File: config.mk
export PLATFORM = sky130hd
export DESIGN_NAME = pipeline_ctrl
export DESIGN_NICKNAME = d
export VERILOG_FILES = /design/src/rtl/pipeline_ctrl.sv
export SDC_FILE = /design/constraint.sdc
export NUM_CORES = 1
export LEC_CHECK = 0
export ABC_AREA = 1
export BUFFER_PORTS_ARGS = -buffer_cell sky130_fd_sc_hd__buf_2
export CAP_MARGIN = 30
export CORE_ASPECT_RATIO = 2
export CORE_MARGIN = 4
export CORE_UTILIZATION = 25
export DETAILED_ROUTE_END_ITERATION = 8
export GPL_ROUTABILITY_DRIVEN = 0
export MAX_ROUTING_LAYER = met4
export RECOVER_POWER = 100
export SYNTH_ARGS = -nofsm -noshare
export SYNTH_HDL_FRONTEND = slang
export SYNTH_SLANG_ARGS = --single-unit
File: constraint.sdc
create_clock -name clk -period 3.1 [get_ports clk]
set_input_delay 0.155 -clock clk [delete_from_list [all_inputs] [get_ports clk]]
set_output_delay 0.155 -clock clk [all_outputs]
set_load 0.01 [all_outputs]
File: src/rtl/pipeline_ctrl.sv
// ---------------------------------------------------------------------------
// pipeline_ctrl
// Stall/flush sequencer for the 5-stage core. Resolves the memory waits, the
// multi-cycle EX hold, the EX branch redirect, the load-use hazard and the
// instruction-fetch wait by fixed priority. The result is a set of
// per-stage register enables and bubble-insert flushes.
// A small FSM tracks multi-cycle EX ops. Saturating counters record the
// number of stall cycles and the number of branch flushes.
//
// Ports
//   clk, rst_n           core clock, asynchronous active-low reset
//   load_use_stall_i     load-use hazard for the instruction in ID
//   branch_taken_EX_i    taken branch/jump redirect resolved in EX
//   mc_start_EX_i        multi-cycle op occupies EX this cycle
//   mc_done_i            multi-cycle result valid (1-cycle pulse)
//   imem_wait_i          instruction memory not ready
//   dmem_wait_i          data memory not ready for the MEM access
//   perf_clr_i           synchronous clear of both performance counters
//   *_en_o               PC / pipeline register write enables
//   *_flush_o            write a bubble (NOP) into that register
//   mc_busy_o            multi-cycle FSM is not in RUN
//   stall_cycles_o       saturating count of cycles with pc_en_o = 0
//   flush_count_o        saturating count of applied branch flushes
// ---------------------------------------------------------------------------
module pipeline_ctrl #(
   parameter int CNT_WIDTH = 32
) (
   input  logic                 clk,
   input  logic                 rst_n,
   input  logic                 load_use_stall_i,
   input  logic                 branch_taken_EX_i,
   input  logic                 mc_start_EX_i,
   input  logic                 mc_done_i,
   input  logic                 imem_wait_i,
   input  logic                 dmem_wait_i,
   input  logic                 perf_clr_i,
   output logic                 pc_en_o,
   output logic                 if_id_en_o,
   output logic                 id_ex_en_o,
   output logic                 ex_mem_en_o,
   output logic                 mem_wb_en_o,
   output logic                 if_id_flush_o,
   output logic                 id_ex_flush_o,
   output logic                 ex_mem_flush_o,
   output logic                 mc_busy_o,
   output logic [CNT_WIDTH-1:0] stall_cycles_o,
   output logic [CNT_WIDTH-1:0] flush_count_o
);

   typedef enum logic [1:0] {
      RUN     = 2'd0,
      MC_WAIT = 2'd1,
      MC_DONE = 2'd2
   } state_t;

   localparam logic [CNT_WIDTH-1:0] CNT_MAX = {CNT_WIDTH{1'b1}};
   localparam logic [CNT_WIDTH-1:0] CNT_ONE = {{(CNT_WIDTH-1){1'b0}}, 1'b1};

   state_t                state_r;
   state_t                state_nxt_s;
   logic                  mc_hold_s;
   logic                  branch_flush_s;
   logic                  pc_en_s;
   logic                  if_id_en_s;
   logic                  id_ex_en_s;
   logic                  ex_mem_en_s;
   logic                  mem_wb_en_s;
   logic                  if_id_flush_s;
   logic                  id_ex_flush_s;
   logic                  ex_mem_flush_s;
   logic [CNT_WIDTH-1:0]  stall_cnt_r;
   logic [CNT_WIDTH-1:0]  flush_cnt_r;

   // The op in EX is held while it starts from RUN or while the unit is still
   // computing. MC_DONE is not a hold state: there the op only waits on dmem.
   assign mc_hold_s = ((state_r == RUN) && mc_start_EX_i) ||
                      ((state_r == MC_WAIT) && !mc_done_i);

   // FSM state register.
   always_ff @(posedge clk or negedge rst_n) begin
      if (!rst_n) begin
         state_r <= RUN;
      end else begin
         state_r <= state_nxt_s;
      end
   end

   // FSM next-state logic. A dmem freeze blocks every transition except
   // capturing the done pulse into MC_DONE so it is not lost.
   always_comb begin
      state_nxt_s = state_r;
      case (state_r)
         RUN: begin
            if (mc_start_EX_i && !dmem_wait_i) begin
               state_nxt_s = MC_WAIT;
            end else begin
               state_nxt_s = RUN;
            end
         end
         MC_WAIT: begin
            if (mc_done_i && dmem_wait_i) begin
               state_nxt_s = MC_DONE;
            end else if (mc_done_i) begin
               state_nxt_s = RUN;
            end else begin
               state_nxt_s = MC_WAIT;
            end
         end
         MC_DONE: begin
            if (!dmem_wait_i) begin
               state_nxt_s = RUN;
            end else begin
               state_nxt_s = MC_DONE;
            end
         end
         default: begin
            state_nxt_s = RUN;
         end
      endcase
   end

   // Priority resolution of enables and flushes. A flush is only ever raised
   // together with its register's enable so the bubble is actually written.
   always_comb begin
      pc_en_s        = 1'b1;
      if_id_en_s     = 1'b1;
      id_ex_en_s     = 1'b1;
      ex_mem_en_s    = 1'b1;
      mem_wb_en_s    = 1'b1;
      if_id_flush_s  = 1'b0;
      id_ex_flush_s  = 1'b0;
      ex_mem_flush_s = 1'b0;
      branch_flush_s = 1'b0;
      if (dmem_wait_i) begin
         pc_en_s     = 1'b0;
         if_id_en_s  = 1'b0;
         id_ex_en_s  = 1'b0;
         ex_mem_en_s = 1'b0;
         mem_wb_en_s = 1'b0;
      end else if (mc_hold_s) begin
         // Front end holds; a bubble goes to MEM so older work drains.
         pc_en_s        = 1'b0;
         if_id_en_s     = 1'b0;
         id_ex_en_s     = 1'b0;
         ex_mem_flush_s = 1'b1;
      end else if (branch_taken_EX_i) begin
         // Redirect wins over ID/IF hazards: those instructions are wrong-path.
         if_id_flush_s  = 1'b1;
         id_ex_flush_s  = 1'b1;
         branch_flush_s = 1'b1;
      end else if (load_use_stall_i) begin
         pc_en_s       = 1'b0;
         if_id_en_s    = 1'b0;
         id_ex_flush_s = 1'b1;
      end else if (imem_wait_i) begin
         pc_en_s       = 1'b0;
         if_id_flush_s = 1'b1;
      end else begin
         pc_en_s = 1'b1;
      end
   end

   // Saturating performance counters; clear overrides increment.
   always_ff @(posedge clk or negedge rst_n) begin
      if (!rst_n) begin
         stall_cnt_r <= '0;
         flush_cnt_r <= '0;
      end else if (perf_clr_i) begin
         stall_cnt_r <= '0;
         flush_cnt_r <= '0;
      end else begin
         if (!pc_en_s && (stall_cnt_r != CNT_MAX)) begin
            stall_cnt_r <= stall_cnt_r + CNT_ONE;
         end
         if (branch_flush_s && (flush_cnt_r != CNT_MAX)) begin
            flush_cnt_r <= flush_cnt_r + CNT_ONE;
         end
      end
   end

   assign pc_en_o        = pc_en_s;
   assign if_id_en_o     = if_id_en_s;
   assign id_ex_en_o     = id_ex_en_s;
   assign ex_mem_en_o    = ex_mem_en_s;
   assign mem_wb_en_o    = mem_wb_en_s;
   assign if_id_flush_o  = if_id_flush_s;
   assign id_ex_flush_o  = id_ex_flush_s;
   assign ex_mem_flush_o = ex_mem_flush_s;
   assign mc_busy_o      = (state_r != RUN);
   assign stall_cycles_o = stall_cnt_r;
   assign flush_count_o  = flush_cnt_r;

endmodule

==> results of run 1 <==
layer usage:
| metal | vias up | track usage |
|---|---|---|
| li1 | 2261 | - |
| met1 | 2107 | 0.152 |
| met2 | 125 | 0.287 |
| met3 | 47 | 0.0288 |
| met4 | 0 | 0.0944 |
| met5 | - | - |
state kept, by name, indices dropped and copies added, names as in the netlist:
| signal | count |
|---|---|
| flush_count_o | 32 |
| stall_cycles_o | 32 |
| state_r | 2 |
synth_stat cells:
library cell	n
sky130_fd_sc_hd__mux2i_1	1
sky130_fd_sc_hd__xnor2_1	13
sky130_fd_sc_hd__o21bai_1	3
sky130_fd_sc_hd__xor2_1	14
sky130_fd_sc_hd__a21o_1	1
sky130_fd_sc_hd__buf_4	4
sky130_fd_sc_hd__dfrtp_1	66
sky130_fd_sc_hd__nor2_4	3
sky130_fd_sc_hd__buf_6	1
sky130_fd_sc_hd__clkinv_1	1
sky130_fd_sc_hd__buf_8	1
sky130_fd_sc_hd__a21oi_1	7
sky130_fd_sc_hd__nor2_8	1
sky130_fd_sc_hd__clkbuf_1	5
sky130_fd_sc_hd__nor2_2	8
sky130_fd_sc_hd__nand4_1	14
sky130_fd_sc_hd__nor2_1	90
sky130_fd_sc_hd__o21ai_1	15
sky130_fd_sc_hd__clkinv_4	1
sky130_fd_sc_hd__o21ai_0	25
sky130_fd_sc_hd__a211oi_1	1
sky130_fd_sc_hd__nand2_4	4
sky130_fd_sc_hd__nand2_2	7
sky130_fd_sc_hd__nand3_2	1
sky130_fd_sc_hd__buf_2	4
sky130_fd_sc_hd__ha_1	2
sky130_fd_sc_hd__nand3_1	75
sky130_fd_sc_hd__nand2_1	229
sky130_fd_sc_hd__inv_1	62
sky130_fd_sc_hd__o22ai_1	1
sky130_fd_sc_hd__nor3_1	3
logic make-up after synthesis:
logic type,count (synthesis),synth area share
xor+xnor,27,0.0535
compound gates,53,0.0631
buf+inv,79,0.0770
fa+ha+maj,2,0.00566
flops,66,0.374
simple gates,435,0.425
mux,1,0.00226
worst max-delay path by stage:
stage / from / end / slack [ns] / cells past startpoint
detailed placement: stall_cycles_o[1]$_DFFE_PN0P_ / stall_cycles_o[5]$_DFFE_PN0P_ / 0.71 / 10
global placement: stall_cycles_o[1]$_DFFE_PN0P_ / stall_cycles_o[5]$_DFFE_PN0P_ / 0.80 / 10
global route: stall_cycles_o[1]$_DFFE_PN0P_ / stall_cycles_o[31]$_DFFE_PN0P_ / 0.32 / 10
CTS: stall_cycles_o[1]$_DFFE_PN0P_ / stall_cycles_o[5]$_DFFE_PN0P_ / 0.70 / 10
floorplan: flush_count_o[1]$_DFFE_PN0P_ / flush_count_o[5]$_DFFE_PN0P_ / 1.45 / 12
finish: stall_cycles_o[1]$_DFFE_PN0P_ / stall_cycles_o[31]$_DFFE_PN0P_ / 0.52 / 10
per-stage QoR:
stage / setup slack (ns) / area [µm²] / utilization / total power [mW]
global route: 0.316 / 5170 / 0.298 / 2.08
global placement: 0.795 / 5040 / 0.290 / 1.07
detailed placement: 0.706 / 5040 / 0.290 / 1.07
floorplan: 1.45 / 4420 / - / 0.994
finish: 0.524 / 5170 / 0.298 / 1.99
CTS: 0.697 / 5320 / 0.306 / 2.04
power by group:
group	switching (mW)	internal, mW
clock network	0.376	0.577
logic	0.123	0.0343
registers	0.00958	0.871
total	0.508	1.48
final cells by class:
cell class                 instances  area, µm²
tap                              210        263
clock buffer                      12        256
multi-input combinational        518       2390
clock inverter                     3       15.0
timing repair buffer              86        352
inverter                          64        245
fill                            1992      12200
sequential                        66       1650
==> impl_metrics.toml, run 1 <==
[grt]
grt_first_pass_wirelength_um = 23800
remaining_overflow_grt = 0
grt_antenna_before_repair = 0
grt_max_degree = 67
first_global_vias = 4540
gr-usage-all-layers = 0.159

[yosys]
synth.top_cells.by_area = "sky130_fd_sc_hd__dfrtp_1, sky130_fd_sc_hd__nand2_1, sky130_fd_sc_hd__nand3_1, sky130_fd_sc_hd__nor2_1, sky130_fd_sc_hd__inv_1"
netlist.top_cell.by_area = "sky130_fd_sc_hd__dfrtp_1"
number_of_synthesized_register_bits = 66
synth_cell_type_count = 31
synthesis.nets = 674
synth.yosys.seq_area_share = 0.374
syn-mean-instance-area_um2 = 6.67
mapped_area_mm2 = 0.00442
synth.top_cell.area_share = 0.374
synthesis.instances = 663
synthesis.yosys.warnings = 0

[critical_path]
worst_path_max_delay_cell = "sky130_fd_sc_hd__nand3_1"
cp.arrival_ns = 2.79
reg2reg_depth = 10
r2r_slack_ns = 0.52
worst-path-max-fanout = 23
max_stage_delay_ns = 0.61
endpoint_type_of_the_worst_setup_path = "flop"
reg2reg_from = "stall_cycles_o[1]$_DFFE_PN0P_"
critical_path.n_buffers_inverters = 1
critical_path_required_ns = 3.31
critical_path.reg2reg.endpoint = "stall_cycles_o[31]$_DFFE_PN0P_"
critical_path_launch_point_type = "flop"
critical_path.most_common_cell = "sky130_fd_sc_hd__nand2_1"
timing.setup.critical_path_class = "flop to flop"
crit_family = "simple AND/OR/NAND/NOR gates"
critical_path.cell_chain = "ha_1 > nand2_1 > nor2_1 > nand2_1 > nor2_4 > nand2_2 > nand3_1 > inv_1 > nand3_1 > nand2_1"

[worst_hold_path]
timing.hold.worst_path_depth = 2
worst_min_path_start = "dmem_wait_i"
hold_path.class = "input port to flop"
min_to = "state_r[0]$_DFF_PN0_"

[clocking]
clk_pin_slew_worst_paths_ns = 0.06
ctsHtreeMaxLevel = 3
cts.hold.buffers_added = 1
tritoncts = "yes"
post_cts_resize_count = 0
cts_setup_buffers = 0
inserted_clock_buffers = 9
clk_root_buffer_cell = "sky130_fd_sc_hd__clkbuf_16"
clock_sink_count = 66
cts_max_path_buffers = 2
clk_latency_ns = 0.33

[cells_and_area]
n_antenna_cell = 0
highest_count_cells_in_the_layout_ignoring_fill_and_taps = "sky130_fd_sc_hd__nand2_1, sky130_fd_sc_hd__nor2_1, sky130_fd_sc_hd__nand3_1"
instances_no_fill = 959
design.final.nets = 756
layout_commonest_cell = "sky130_fd_sc_hd__nand2_1"
post_route_cells_drive_above_1_share = 0.0587
flow.area_growth_from_synthesis_pct = 17.0

[floorplanning]
design.die.area_mm2 = 0.0200
total_number_of_placement_rows = 68
die_width_um = 102
placeableCoreArea_mm2 = 0.0174
starting_utilization_of_the_core_area = 0.255
floorplan.io_pins = 82
die_height_um = 196

[route]
wire_length_on_met1_um = 5140
wl_met3_um = 569
detail_route.vias_per_cell = 4.73
via_count = 4540
dr.pass1.iters = 4
drt_first_iter_violations = 131
wl_per_cell_um = 15.6
routed-wl-met2_um = 8220
wirelength_um = 14900
highest_layer = "met4"
drc_errors = 0
drtAntennaViolNets = 0

[sta]
grt_setup_unrepaired = "no"
layout_worst_path_cycle_share = 0.831
final.setup.tns_ns = 0
final.hold.worst_slack_ns = 0.0813
setup_viols_final = 0
worst_slew_pin_slew_ns = 1.81
max_slew_margin = -0.205
final.min_clock_period_ns = 2.58
max_freq_ghz = 0.388
largest_clock_skew_in_the_final_design_ns = 0.00886
hold_viol_final = 0
drv_slew = 67

[run_status]
violations_in_the_final_reports = "max-capacitance violations, max-slew violations"
run_status = "finished with violations"

[place]
dpl.cell_count = 943
port_buffers = 81
dp_hpwl_um = 11500

[pwr]
cell_pwr_density_mw_per_mm2 = 385
ir_worst_vdd_v = 0.000207
static-leakage-power_nw = 2.18

[run]
cap_violations = 1
(Power assumes the default switching activity.)
==> inputs of run 2 (changes only) <==
--- a/config.mk
+++ b/config.mk
@@ -5,7 +5,7 @@
 export SDC_FILE = /design/constraint.sdc
 export NUM_CORES = 1
 export LEC_CHECK = 0
-export ABC_AREA = 1
+export ABC_AREA = 0
 export BUFFER_PORTS_ARGS = -buffer_cell sky130_fd_sc_hd__buf_2
 export CAP_MARGIN = 30
 export CORE_ASPECT_RATIO = 2
==> constraint.sdc (replaced) <==
create_clock -name clk -period 2.1 [get_ports clk]
set_input_delay 0.105 -clock clk [delete_from_list [all_inputs] [get_ports clk]]
set_output_delay 0.105 -clock clk [all_outputs]
set_load 0.01 [all_outputs]
==> run 2 against run 1 <==
Against the previous run:
- the run now ends clean
- clock power increased by 58%
- hold slack got worse by 0.0051 ns
- power increased by 53%
- final area decreased by 4.8%
- cell count decreased by 25%
- highest routed layer unchanged
- maximum frequency increased by 26%
- critical path type unchanged
- via count decreased by 23%
- synthesized cell count decreased by 41%
- routed wire length decreased by 24%
==> impl_metrics.toml, run 2 <==
[critical_path]
timing.setup.critical_path_class = "flop to flop"
cp.arrival_ns = 2.23
endpoint_type_of_the_worst_setup_path = "flop"
critical_path_launch_point_type = "flop"
worst_path_max_delay_cell = "sky130_fd_sc_hd__dfrtp_1"
critical_path_required_ns = 2.29
reg2reg_depth = 8
critical_path.n_buffers_inverters = 1
critical_path.reg2reg.endpoint = "stall_cycles_o[7]$_DFFE_PN0P_"
reg2reg_from = "stall_cycles_o[0]$_DFFE_PN0P_"
critical_path_depth = 8
worst-path-max-fanout = 13
critical_path.cell_chain = "ha_1 > and4_1 > and3_1 > and4_4 > buf_4 > nor3_1 > xnor2_1 > nor2_1"
r2r_slack_ns = 0.06
cp-endpoint = "stall_cycles_o[7]$_DFFE_PN0P_"
crit_family = "simple AND/OR/NAND/NOR gates"
max_stage_delay_ns = 0.38
timing.critical_path.from = "stall_cycles_o[0]$_DFFE_PN0P_"

[floorplanning]
die_width_um = 93.5
total_number_of_placement_rows = 62
die_height_um = 179
starting_utilization_of_the_core_area = 0.254
floorplan.io_pins = 82
placeableCoreArea_mm2 = 0.0144
design.die.area_mm2 = 0.0167

[pwr]
p_sw_mw = 0.729
cell_pwr_density_mw_per_mm2 = 619
internal_power_mw = 2.32
power.share.switching = 0.240
total_power_mw = 3.05
static-leakage-power_nw = 2.06
pwr-share-comb = 0.080
ir_worst_vdd_v = 0.000388
p_seq_frac = 0.427
power_frac_clock = 0.493

[yosys]
syn-mean-instance-area_um2 = 9.34
synth-async-reset-ratio = 1.00
synthesis.nets = 402
synth.top_cell.area_share = 0.452
synth.yosys.seq_area_share = 0.452
dominantRegCellSynth = "sky130_fd_sc_hd__dfrtp_1"
number_of_synthesized_flops_with_an_enable_pin = 0
synth_top_cells_by_count = "sky130_fd_sc_hd__nor2_1, sky130_fd_sc_hd__dfrtp_1, sky130_fd_sc_hd__xnor2_1"
number_of_synthesized_register_bits = 66
synth.most_common_cell = "sky130_fd_sc_hd__nor2_1"
mapped_area_mm2 = 0.00365
netlist.top_cell.by_area = "sky130_fd_sc_hd__dfrtp_1"
synthesis.yosys.warnings = 0
synth_cell_type_count = 42
synth.top_cells.by_area = "sky130_fd_sc_hd__dfrtp_1, sky130_fd_sc_hd__xnor2_1, sky130_fd_sc_hd__nor2_1, sky130_fd_sc_hd__xor2_1, sky130_fd_sc_hd__nand4_1"
synthesis.instances = 391

[cells_and_area]
design.final.nets = 536
layout_commonest_cell = "sky130_fd_sc_hd__nor2_1"
highest_count_cells_in_the_layout_ignoring_fill_and_taps = "sky130_fd_sc_hd__nor2_1, sky130_fd_sc_hd__clkbuf_1, sky130_fd_sc_hd__dfrtp_1"
fill_cells = 1550
n_antenna_cell = 0
flow.area_growth_from_synthesis_pct = 34.8
post_route_cells_drive_above_1_share = 0.208

[sta]
grt_setup_unrepaired = "yes"
max_freq_ghz = 0.489
max_slew_margin = 0.160
drv_slew = 0
setup_viols_final = 0
fin_ws_ns = 0.0570
hold_viol_final = 0
largest_clock_skew_in_the_final_design_ns = 0.00993
layout_worst_path_cycle_share = 0.973
final.min_clock_period_ns = 2.04
worst_slew_pin_slew_ns = 1.26

[route]
dr.pass1.iters = 6
drtAntennaViolNets = 0
wl_per_cell_um = 15.8
via_count = 3513
detail_route.vias_per_cell = 4.87
drt_first_iter_violations = 107
drc_errors = 0
wirelength_um = 11400

[grt]
remaining_overflow_grt = 0
grt_max_degree = 45
grt_first_pass_wirelength_um = 18300
gr-usage-all-layers = 0.144
grt_antenna_before_repair = 0
first_global_vias = 3683

[clocking]
clk_latency_ns = 0.33
clk_pin_slew_worst_paths_ns = 0.05
inserted_clock_buffers = 9
clk_root_buffer_cell = "sky130_fd_sc_hd__clkbuf_16"
tritoncts = "yes"
ctsHtreeMaxLevel = 3
cts_max_path_buffers = 2
clock_sink_count = 66

[place]
port_buffers = 81
dp_hpwl_um = 8650
place_ws_ns = -0.0481

[run_status]
run_status = "completed"

[worst_hold_path]
hold_path.class = "input port to flop"

[run]
cap_violations = 0
run 2: cell count changes in the layout (fill, tap and decap cells not counted), sizes merged, moves of 8 or more:
cell	delta
and4	+8
xor2	+10
xnor2	+20
nand4	+11
nor2	-33
nand2	-217
inv	-58
nor3	+19
nand3	-45
buf	+60
nor4	+15
and3	+12
o21ai	-37
run 2: power groups by stage:
stage / Combinational [mW] / Clock (mW) / Sequential, mW
after floorplan: 0.110 / 0 / 1.33
after global placement: 0.236 / 0 / 1.32
after CTS: 0.246 / 1.56 / 1.30
after global routing: 0.270 / 1.61 / 1.30
after detailed placement: 0.241 / 0 / 1.32
final: 0.244 / 1.50 / 1.30
run 2: cell type report:
class                           instances  area (µm²)  share of cell area
Clock inverter                          5        53.8              0.0109
Tap cell                              192         240              0.0488
Multi-Input combinational cell        304        1980               0.402
Timing Repair Buffer                  140         741               0.150
Inverter                                4        15.0             0.00305
Clock buffer                           11         243              0.0493
Sequential cell                        66        1650               0.336
run 2: routing by layer:
metal / GRT usage / vias up / share of wire
met5: - / - / 0
met3: 0.0294 / 33 / 0.047
met2: 0.256 / 111 / 0.55
met4: 0.0783 / 0 / 0.042
met1: 0.145 / 1727 / 0.36
li1: - / 1642 / -
run 2: worst min-delay path, cell delays in order:
cell,delay [ns]
sky130_fd_sc_hd__buf_2,0.11
sky130_fd_sc_hd__nand3b_1,0.08
sky130_fd_sc_hd__a21oi_1,0.06
run 2: through the flow:
| step | hold slack (ns) | util | area [µm²] | setup TNS, ns | instances |
|---|---|---|---|---|---|
| floorplan | -0.191 | - | 3650 | 0 | 391 |
| global placement | 0.117 | 0.323 | 4630 | 0 | 700 |
| detailed placement | 0.126 | 0.323 | 4630 | -0.115 | 700 |
| CTS | 0.0608 | 0.345 | 4960 | 0 | 717 |
| global route | 0.0772 | 0.343 | 4920 | -0.0574 | 722 |
| finish | 0.0762 | 0.343 | 4920 | 0 | 722 |
run 2: kinds of logic (layout without fill, tap and decap cells):
| group | count (synthesis) | after routing | share of synthesized area |
|---|---|---|---|
| and+or+nand+nor | 226 | 226 | 0.343 |
| xor gates and xnor gates | 57 | 57 | 0.137 |
| DFF | 66 | 66 | 0.452 |
| muxes | 2 | 2 | 0.00582 |
| adders and majority gates | 2 | 2 | 0.00685 |
| AOI/OAI and AO/OA | 17 | 17 | 0.0308 |
| buffers and inverters | 21 | 160 | 0.0247 |
run 2: how the worst min path moves through the flow:
stage	startpoint	depth (start not counted)	slack, ns	to
after detailed placement	rst_n	1	0.13	flush_count_o[16]$_DFFE_PN0P_
after floorplan	rst_n	0	-0.19	flush_count_o[0]$_DFFE_PN0P_
final	mc_done_i	3	0.08	state_r[1]$_DFF_PN0_
after CTS	mc_done_i	3	0.06	state_r[1]$_DFF_PN0_
after global placement	rst_n	1	0.12	stall_cycles_o[4]$_DFFE_PN0P_
after global routing	mc_done_i	3	0.08	state_r[1]$_DFF_PN0_
run 2: repair_timing:
item | in CTS | in global routing
endpoints found under the setup margin | 6 | 28
gates resized for setup | 3 | 10
hold buffers | 1 | 0
pin swaps | 1 | 2
buffers inserted | 0 | 5
hold endpoints to repair | 19 | 0
cloned | 0 | 0
